**src/rtl/branch_predictor_pkg.sv**
```systemverilog
// Shared BTB definitions: field widths, counter constants and PC index/tag extraction,
// used by both the fetch-side lookup and the execute-side update.
package bp_defs;

    localparam int PC_W      = 32;
    localparam int TARGET_W  = 32;
    localparam int PC_ALIGN  = 2;   // instructions are word aligned; pc[1:0] never selects an entry
    localparam int CNT_RESET = 0;

    // Allocation value is weakly taken: only the counter MSB set.
    function automatic int cnt_alloc(int cnt_w);
        return 1 << (cnt_w - 1);
    endfunction

    function automatic logic [PC_W-1:0] pc_index(logic [PC_W-1:0] pc, int idx_w);
        return (pc >> PC_ALIGN) & ((PC_W'(1) << idx_w) - PC_W'(1));
    endfunction

    function automatic logic [PC_W-1:0] pc_tag(logic [PC_W-1:0] pc, int idx_w);
        return pc >> (idx_w + PC_ALIGN);
    endfunction

endpackage

```
**src/rtl/branch_predictor_sat_counter.sv**
```systemverilog
// Saturating up/down counter step: holds at all-ones when incrementing, at zero when decrementing.
module sat_counter #(
    parameter int CNT_W = 2
) (
    input  logic [CNT_W-1:0] cur,
    input  logic             inc,
    input  logic             en,
    output logic [CNT_W-1:0] next
);

    localparam logic [CNT_W-1:0] CNT_MAX = {CNT_W{1'b1}};

    // NOTE: a combinational block assigns every output first so no path can infer a latch.
    always_comb begin
        next = cur;
        if (en) begin
            if (inc) begin
                if (cur != CNT_MAX) next = cur + CNT_W'(1);
            end else begin
                if (cur != '0) next = cur - CNT_W'(1);
            end
        end
    end

endmodule

```
**src/rtl/branch_predictor.sv**
```systemverilog
// Direct-mapped branch target buffer with per-entry saturating direction counters,
// a zero-latency lookup port, a resolve/update port and wrap-around statistics.
module branch_predictor
    import bp_defs::*;
#(
    parameter int ENTRIES = 16,
    parameter int CNT_W   = 2,
    parameter int STAT_W  = 32
) (
    input  logic                clk,
    input  logic                reset,
    input  logic [PC_W-1:0]     lookup_pc,
    output logic                pred_taken,
    output logic [TARGET_W-1:0] pred_target,
    input  logic                upd_valid,
    input  logic [PC_W-1:0]     upd_pc,
    input  logic                upd_taken,
    input  logic [TARGET_W-1:0] upd_target,
    input  logic                upd_uncond,
    input  logic                upd_mispredict,
    output logic [STAT_W-1:0]   stat_updates,
    output logic [STAT_W-1:0]   stat_mispredicts
);

    localparam int IDX_W = $clog2(ENTRIES);
    localparam int TAG_W = PC_W - IDX_W - PC_ALIGN;
    localparam logic [CNT_W-1:0] CNT_ALLOC = CNT_W'(cnt_alloc(CNT_W));

    typedef struct packed {
        logic                valid;
        logic [TAG_W-1:0]    tag;
        logic [TARGET_W-1:0] target;
        logic                uncond;
        logic [CNT_W-1:0]    cnt;
    } entry_t;

    entry_t [ENTRIES-1:0] table_q;
    entry_t               lk_entry;
    entry_t               up_entry;
    entry_t               entry_d;
    logic                 entry_we;
    logic [IDX_W-1:0]     lk_idx;
    logic [IDX_W-1:0]     up_idx;
    logic [TAG_W-1:0]     lk_tag;
    logic [TAG_W-1:0]     up_tag;
    logic                 lk_hit;
    logic                 up_hit;
    logic [CNT_W-1:0]     cnt_next;
    logic [STAT_W-1:0]    stat_upd_q;
    logic [STAT_W-1:0]    stat_mis_q;

    assign lk_idx   = IDX_W'(pc_index(lookup_pc, IDX_W));
    assign lk_tag   = TAG_W'(pc_tag(lookup_pc, IDX_W));
    assign up_idx   = IDX_W'(pc_index(upd_pc, IDX_W));
    assign up_tag   = TAG_W'(pc_tag(upd_pc, IDX_W));
    assign lk_entry = table_q[lk_idx];
    assign up_entry = table_q[up_idx];
    assign lk_hit   = lk_entry.valid && (lk_entry.tag == lk_tag);
    assign up_hit   = up_entry.valid && (up_entry.tag == up_tag);

    // Reads come straight from the flops, so a same-index update is seen only after the edge.
    assign pred_taken  = lk_hit && (lk_entry.uncond || lk_entry.cnt[CNT_W-1]);
    assign pred_target = pred_taken ? lk_entry.target : lookup_pc + TARGET_W'(4);

    sat_counter #(.CNT_W(CNT_W)) u_sat_counter (
        .cur  (up_entry.cnt),
        .inc  (upd_taken),
        .en   (1'b1),
        .next (cnt_next)
    );

    always_comb begin
        entry_d  = up_entry;
        entry_we = 1'b0;
        if (upd_valid) begin
            if (up_hit) begin
                entry_we    = 1'b1;
                entry_d.cnt = cnt_next;
                if (upd_taken) begin
                    entry_d.target = upd_target;
                    entry_d.uncond = upd_uncond;
                end
            end else if (upd_taken) begin
                entry_we = 1'b1;
                entry_d  = '{valid: 1'b1, tag: up_tag, target: upd_target,
                             uncond: upd_uncond, cnt: CNT_ALLOC};
            end
        end
    end

    // State advances on the falling edge to line up with the pipeline stage registers.
    // NOTE: the table is built from flops rather than RAM so the whole array can clear asynchronously.
    always_ff @(negedge clk or negedge reset) begin
        if (!reset) begin
            for (int i = 0; i < ENTRIES; i++) begin
                table_q[i] <= '{valid: 1'b0, tag: '0, target: '0,
                                uncond: 1'b0, cnt: CNT_W'(CNT_RESET)};
            end
            stat_upd_q <= '0;
            stat_mis_q <= '0;
        end else begin
            if (entry_we) table_q[up_idx] <= entry_d;
            if (upd_valid) begin
                stat_upd_q <= stat_upd_q + STAT_W'(1);
                if (upd_mispredict) stat_mis_q <= stat_mis_q + STAT_W'(1);
            end
        end
    end

    assign stat_updates     = stat_upd_q;
    assign stat_mispredicts = stat_mis_q;

endmodule

```
**config.mk**
```make
export PLATFORM = sky130hd
export DESIGN_NAME = branch_predictor
export DESIGN_NICKNAME = d
export VERILOG_FILES = /design/src/rtl/branch_predictor_pkg.sv /design/src/rtl/branch_predictor_sat_counter.sv /design/src/rtl/branch_predictor.sv
export SDC_FILE = /design/constraint.sdc
export NUM_CORES = 2
export LEC_CHECK = 0
export BUFFER_PORTS_ARGS = -buffer_cell sky130_fd_sc_hd__buf_2
export CAP_MARGIN = 10
export CORE_ASPECT_RATIO = 1.4
export CORE_UTILIZATION = 55
export DETAILED_ROUTE_END_ITERATION = 7
export PLACE_DENSITY = 0.75
export SETUP_SLACK_MARGIN = 0.4
export SYNTH_ARGS = -nofsm -noshare
export SYNTH_HDL_FRONTEND = slang
export SYNTH_SLANG_ARGS = --single-unit
```
**constraint.sdc**
```tcl
create_clock -name clk -period 4.1 [get_ports clk]
set_clock_uncertainty 0.15 [all_clocks]
set_input_delay 0.41 -clock clk [delete_from_list [all_inputs] [get_ports clk]]
set_output_delay 0.41 -clock clk [all_outputs]
set_load 0.01 [all_outputs]
```
==> impl_results.md <==
- Peak VDD IR: 0.363 mV
- Starting density of the core: 0.554
- Internal power consumption: 23.4 mW
- Synthesized area per cell: 15.4 sq um
- EDFF count, synth: 0
- Slew @ Worst Pin: 1610 ps
- Most frequent cells in the layout: dfrtn_1 (1056), buf_4 (1035), mux2_2 (603)
- Post-synth ARST share: 1.00
- Post-synthesis sequential area ratio: 0.459
- Seq cells post-synth: 1056
- Leak pwr: 37.1 nW
- Setup crit start kind: flop
- H-tree Lvls: 3
- WL per Instance: 37.7 um
- Max_cap viols: 1
- Post-synthesis cell area: 57600 sq um
- Vias in the first global route: 47500
- Initial antenna violation count: 18
- Commonest non-fill, non-tap cell in the layout: dfrtn_1
- Combinational cell fraction of total power: 0.297
- WP data required: 3540 ps
- Drc violations: 215
- Share of cells above drive strength 1: 0.681
- Hold Slack: 272 ps
- IO Port Bufs: 196
- Row cnt: 140
- Switching share of power: 0.307
- Met2 wire len: 106000 um
- Worst path arrival time: 6380 ps
- Synth Area in Adders: 0.000652
- Met3 WL: 35000 um
- Highest metal used: met5
- Drt pass-1 iters: 8
- Ports: 199
- Hold buffers post-CTS: 0
- Mux contribution to synthesized area: 0.433
- Final setup margin: -2840 ps
- Post-Syn Nets: 3845
- Main combinational cell family by area after synthesis: multiplexers
- Clock share of power: 0.307
- Antenna Nets Post-Route: 0
- PD cells: 423 nW/um^2
- Synth Flop Type: dfrtn_1
- Clk sinks: 1056
- Failing checks: DRC, capacitance limit, slew limit, setup timing
- Total CTS buffers: 103
- Global placement routability congestion: 0.990
- RSZ-0062 raised after global routing: yes
- Max-slew violation count: 2
- Xor and xnor area share after synthesis: 0.0227
- GRT Overall Usage: 0.397
- Area growth from synthesis to layout: 38.6%
- Sequential share of power: 0.396
- Overflow after GRT: 0
- Cell variety after synth: 56
- Root Driver: clkbuf_16
- Die W: 275 um
- Via count: 48000
- Register Area: 26400 sq um
- DRC marker count from the first detailed-route iteration: 6789
- Final setup viols: 1029
- FF-to-FF setup slack: -930 ps
- Synth Area in Simple Gates: 0.0307
- CTS tree: built
- Multi-input logic area: 32100 sq um
- Die Ht: 385 um
- Nets@finish: 5238
- CP Capture Type: primary output
- Total power: 33.7 mW
- Clock slew at reported path FFs: 50 ps
- Final WL: 248000 um
- Final hold violation count: 0
- Compound-cell area share of the yosys netlist: 0.0196
- Core area: 104000 sq um
- Switching power: 10.4 mW
- Die area: 106000 sq um
- First-pass GRT wire length: 308000 um
- Detailed Place HPWL: 127000 um
- Max FO, Critical Path: 17
- Fill cells: 5119
- M1 WL: 77200 um
- DR vias/cell: 7.31
- Clock latency on the worst-skew pair: 710 ps
- CTS max path bufs: 3
- Post-synthesis cell count: 3740
- Worst hold path type: reg2reg
- Largest net degree at the start of global routing: 85
- Critical path type: reg2out
- Synth warnings: 0
- Rel. slew slack: -0.0786
- Status: finished, violations left
==> metrics by stage <==
stage	setup WS (ps)	TNS [ps]	util	cell area [sq um]	std cells
CTS	-2250	-1433720	0.738	76600	6481
global route	-2780	-2311970	0.768	79800	6569
floorplan	-1630	-1584120	-	57700	3740
finish	-2840	-2495700	0.768	79800	6572
detailed placement	-2860	-2776920	0.669	69500	6161
global placement	-2860	-2805620	0.669	69500	6161
==> path summary, 6_finish.rpt <==
path,from,to,cells past startpoint
min in group asynchronous,reset,table_q[226]$_DFFE_NN0P_,1
setup reg to reg,table_q[298]$_DFFE_NN0P_,table_q[987]$_DFFE_NN0P_,19
hold / removal,stat_updates[31]$_DFFE_NN0P_,stat_updates[31]$_DFFE_NN0P_,1
max in group asynchronous,reset,stat_updates[25]$_DFFE_NN0P_,3
hold reg to reg,stat_updates[31]$_DFFE_NN0P_,stat_updates[31]$_DFFE_NN0P_,1
setup / recovery,table_q[470]$_DFFE_NN0P_,pred_target[16],12
==> power by group through the flow <==
stage | clock (mW) | combinational [mW] | sequential (mW)
2_1_floorplan | 0 | 4.21 | 13.0
3_3_place_gp | 0 | 7.75 | 13.1
3_5_place_dp | 0 | 7.97 | 13.2
4_1_cts | 10.2 | 8.62 | 13.0
5_1_grt | 10.7 | 10.2 | 13.4
6_report | 10.3 | 10.0 | 13.4
==> critical path: stages, from the launching register on <==
cell	delay, ps
dfrtn_1	390
mux4_2	510
mux4_2	690
xnor2_2	290
nand4_1	160
nor4_2	380
buf_4	210
nand3_4	120
buf_16	200
nor2_2	250
a21oi_2	60
buf_4	180
buf_2	140
==> cell usage after synthesis (3+ instances only) <==
cell,instances,area share
xnor2_1,102,0.016
clkbuf_1,143,0.0093
buf_4,61,0.0080
o31ai_1,3,0.00039
o22a_1,16,0.0024
ha_1,3,0.00065
inv_1,14,0.00091
nor4_1,6,0.00065
buf_1,37,0.0024
xor2_1,47,0.0072
and3_1,24,0.0026
mux2_2,1042,0.20
mux2_1,6,0.0012
mux2i_1,85,0.015
o21bai_1,3,0.00039
o211ai_1,13,0.0017
dfrtn_1,1056,0.46
and4_1,4,0.00061
nor3_2,6,0.0010
nand2b_1,6,0.00065
buf_6,55,0.011
nor2_2,8,0.00087
nand4b_1,3,0.00046
nand3_1,43,0.0037
a21oi_1,40,0.0035
or2_2,21,0.0023
buf_2,34,0.0030
o21ai_0,35,0.0030
and2_1,6,0.00065
nand2_1,73,0.0048
mux4_2,545,0.21
o22ai_1,18,0.0020
nor2_1,74,0.0048
nor2b_1,10,0.0011
a221oi_1,3,0.00046
nor3_1,13,0.0011
nand4_1,30,0.0033
a22oi_1,23,0.0030
a31oi_1,3,0.00033
or3_1,4,0.00043
==> kinds of logic (layout without fill, tap and decap cells) <==
| kind of cell | count (synthesis) | after routing |
|---|---|---|
| other | 0 | 7 |
| DFF | 1056 | 1056 |
| and+or+nand+nor | 339 | 339 |
| xor gates and xnor gates | 149 | 149 |
| buffers and inverters | 344 | 1802 |
| AOI/OAI and AO/OA | 171 | 171 |
| adders and majority gates | 3 | 3 |
| muxes | 1678 | 1696 |
==> what timing repair did <==
action | in CTS | in global routing
setup endpoints to repair | 1104 | 1114
buffers inserted | 81 | 46
gates cloned | 51 | 38
pin swaps | 30 | 36
gates resized for setup | 411 | 462
==> sequential cells by signal, summed over array words and instances, names as in the netlist <==
register          count
stat_mispredicts     32
stat_updates         32
table_q             992
==> final cells by class <==
cell class	instances	share of cell area
Inverter	14	0.000816
Clock buffer	145	0.0372
Clock inverter	43	0.00698
Sequential cell	1056	0.331
Multi-Input combinational cell	2358	0.402
Antenna cell	7	0.000220
Timing Repair Buffer	1600	0.200
Tap cell	1349	0.0212
==> metal layers <==
metal  global-route usage  vias up
met5              0.00831        -
met4                0.286       18
met3                0.111     2006
met2                0.614     4514
met1                0.479    24200
li1                     -    17300
Note: power is estimated with default switching activity, not from simulation.
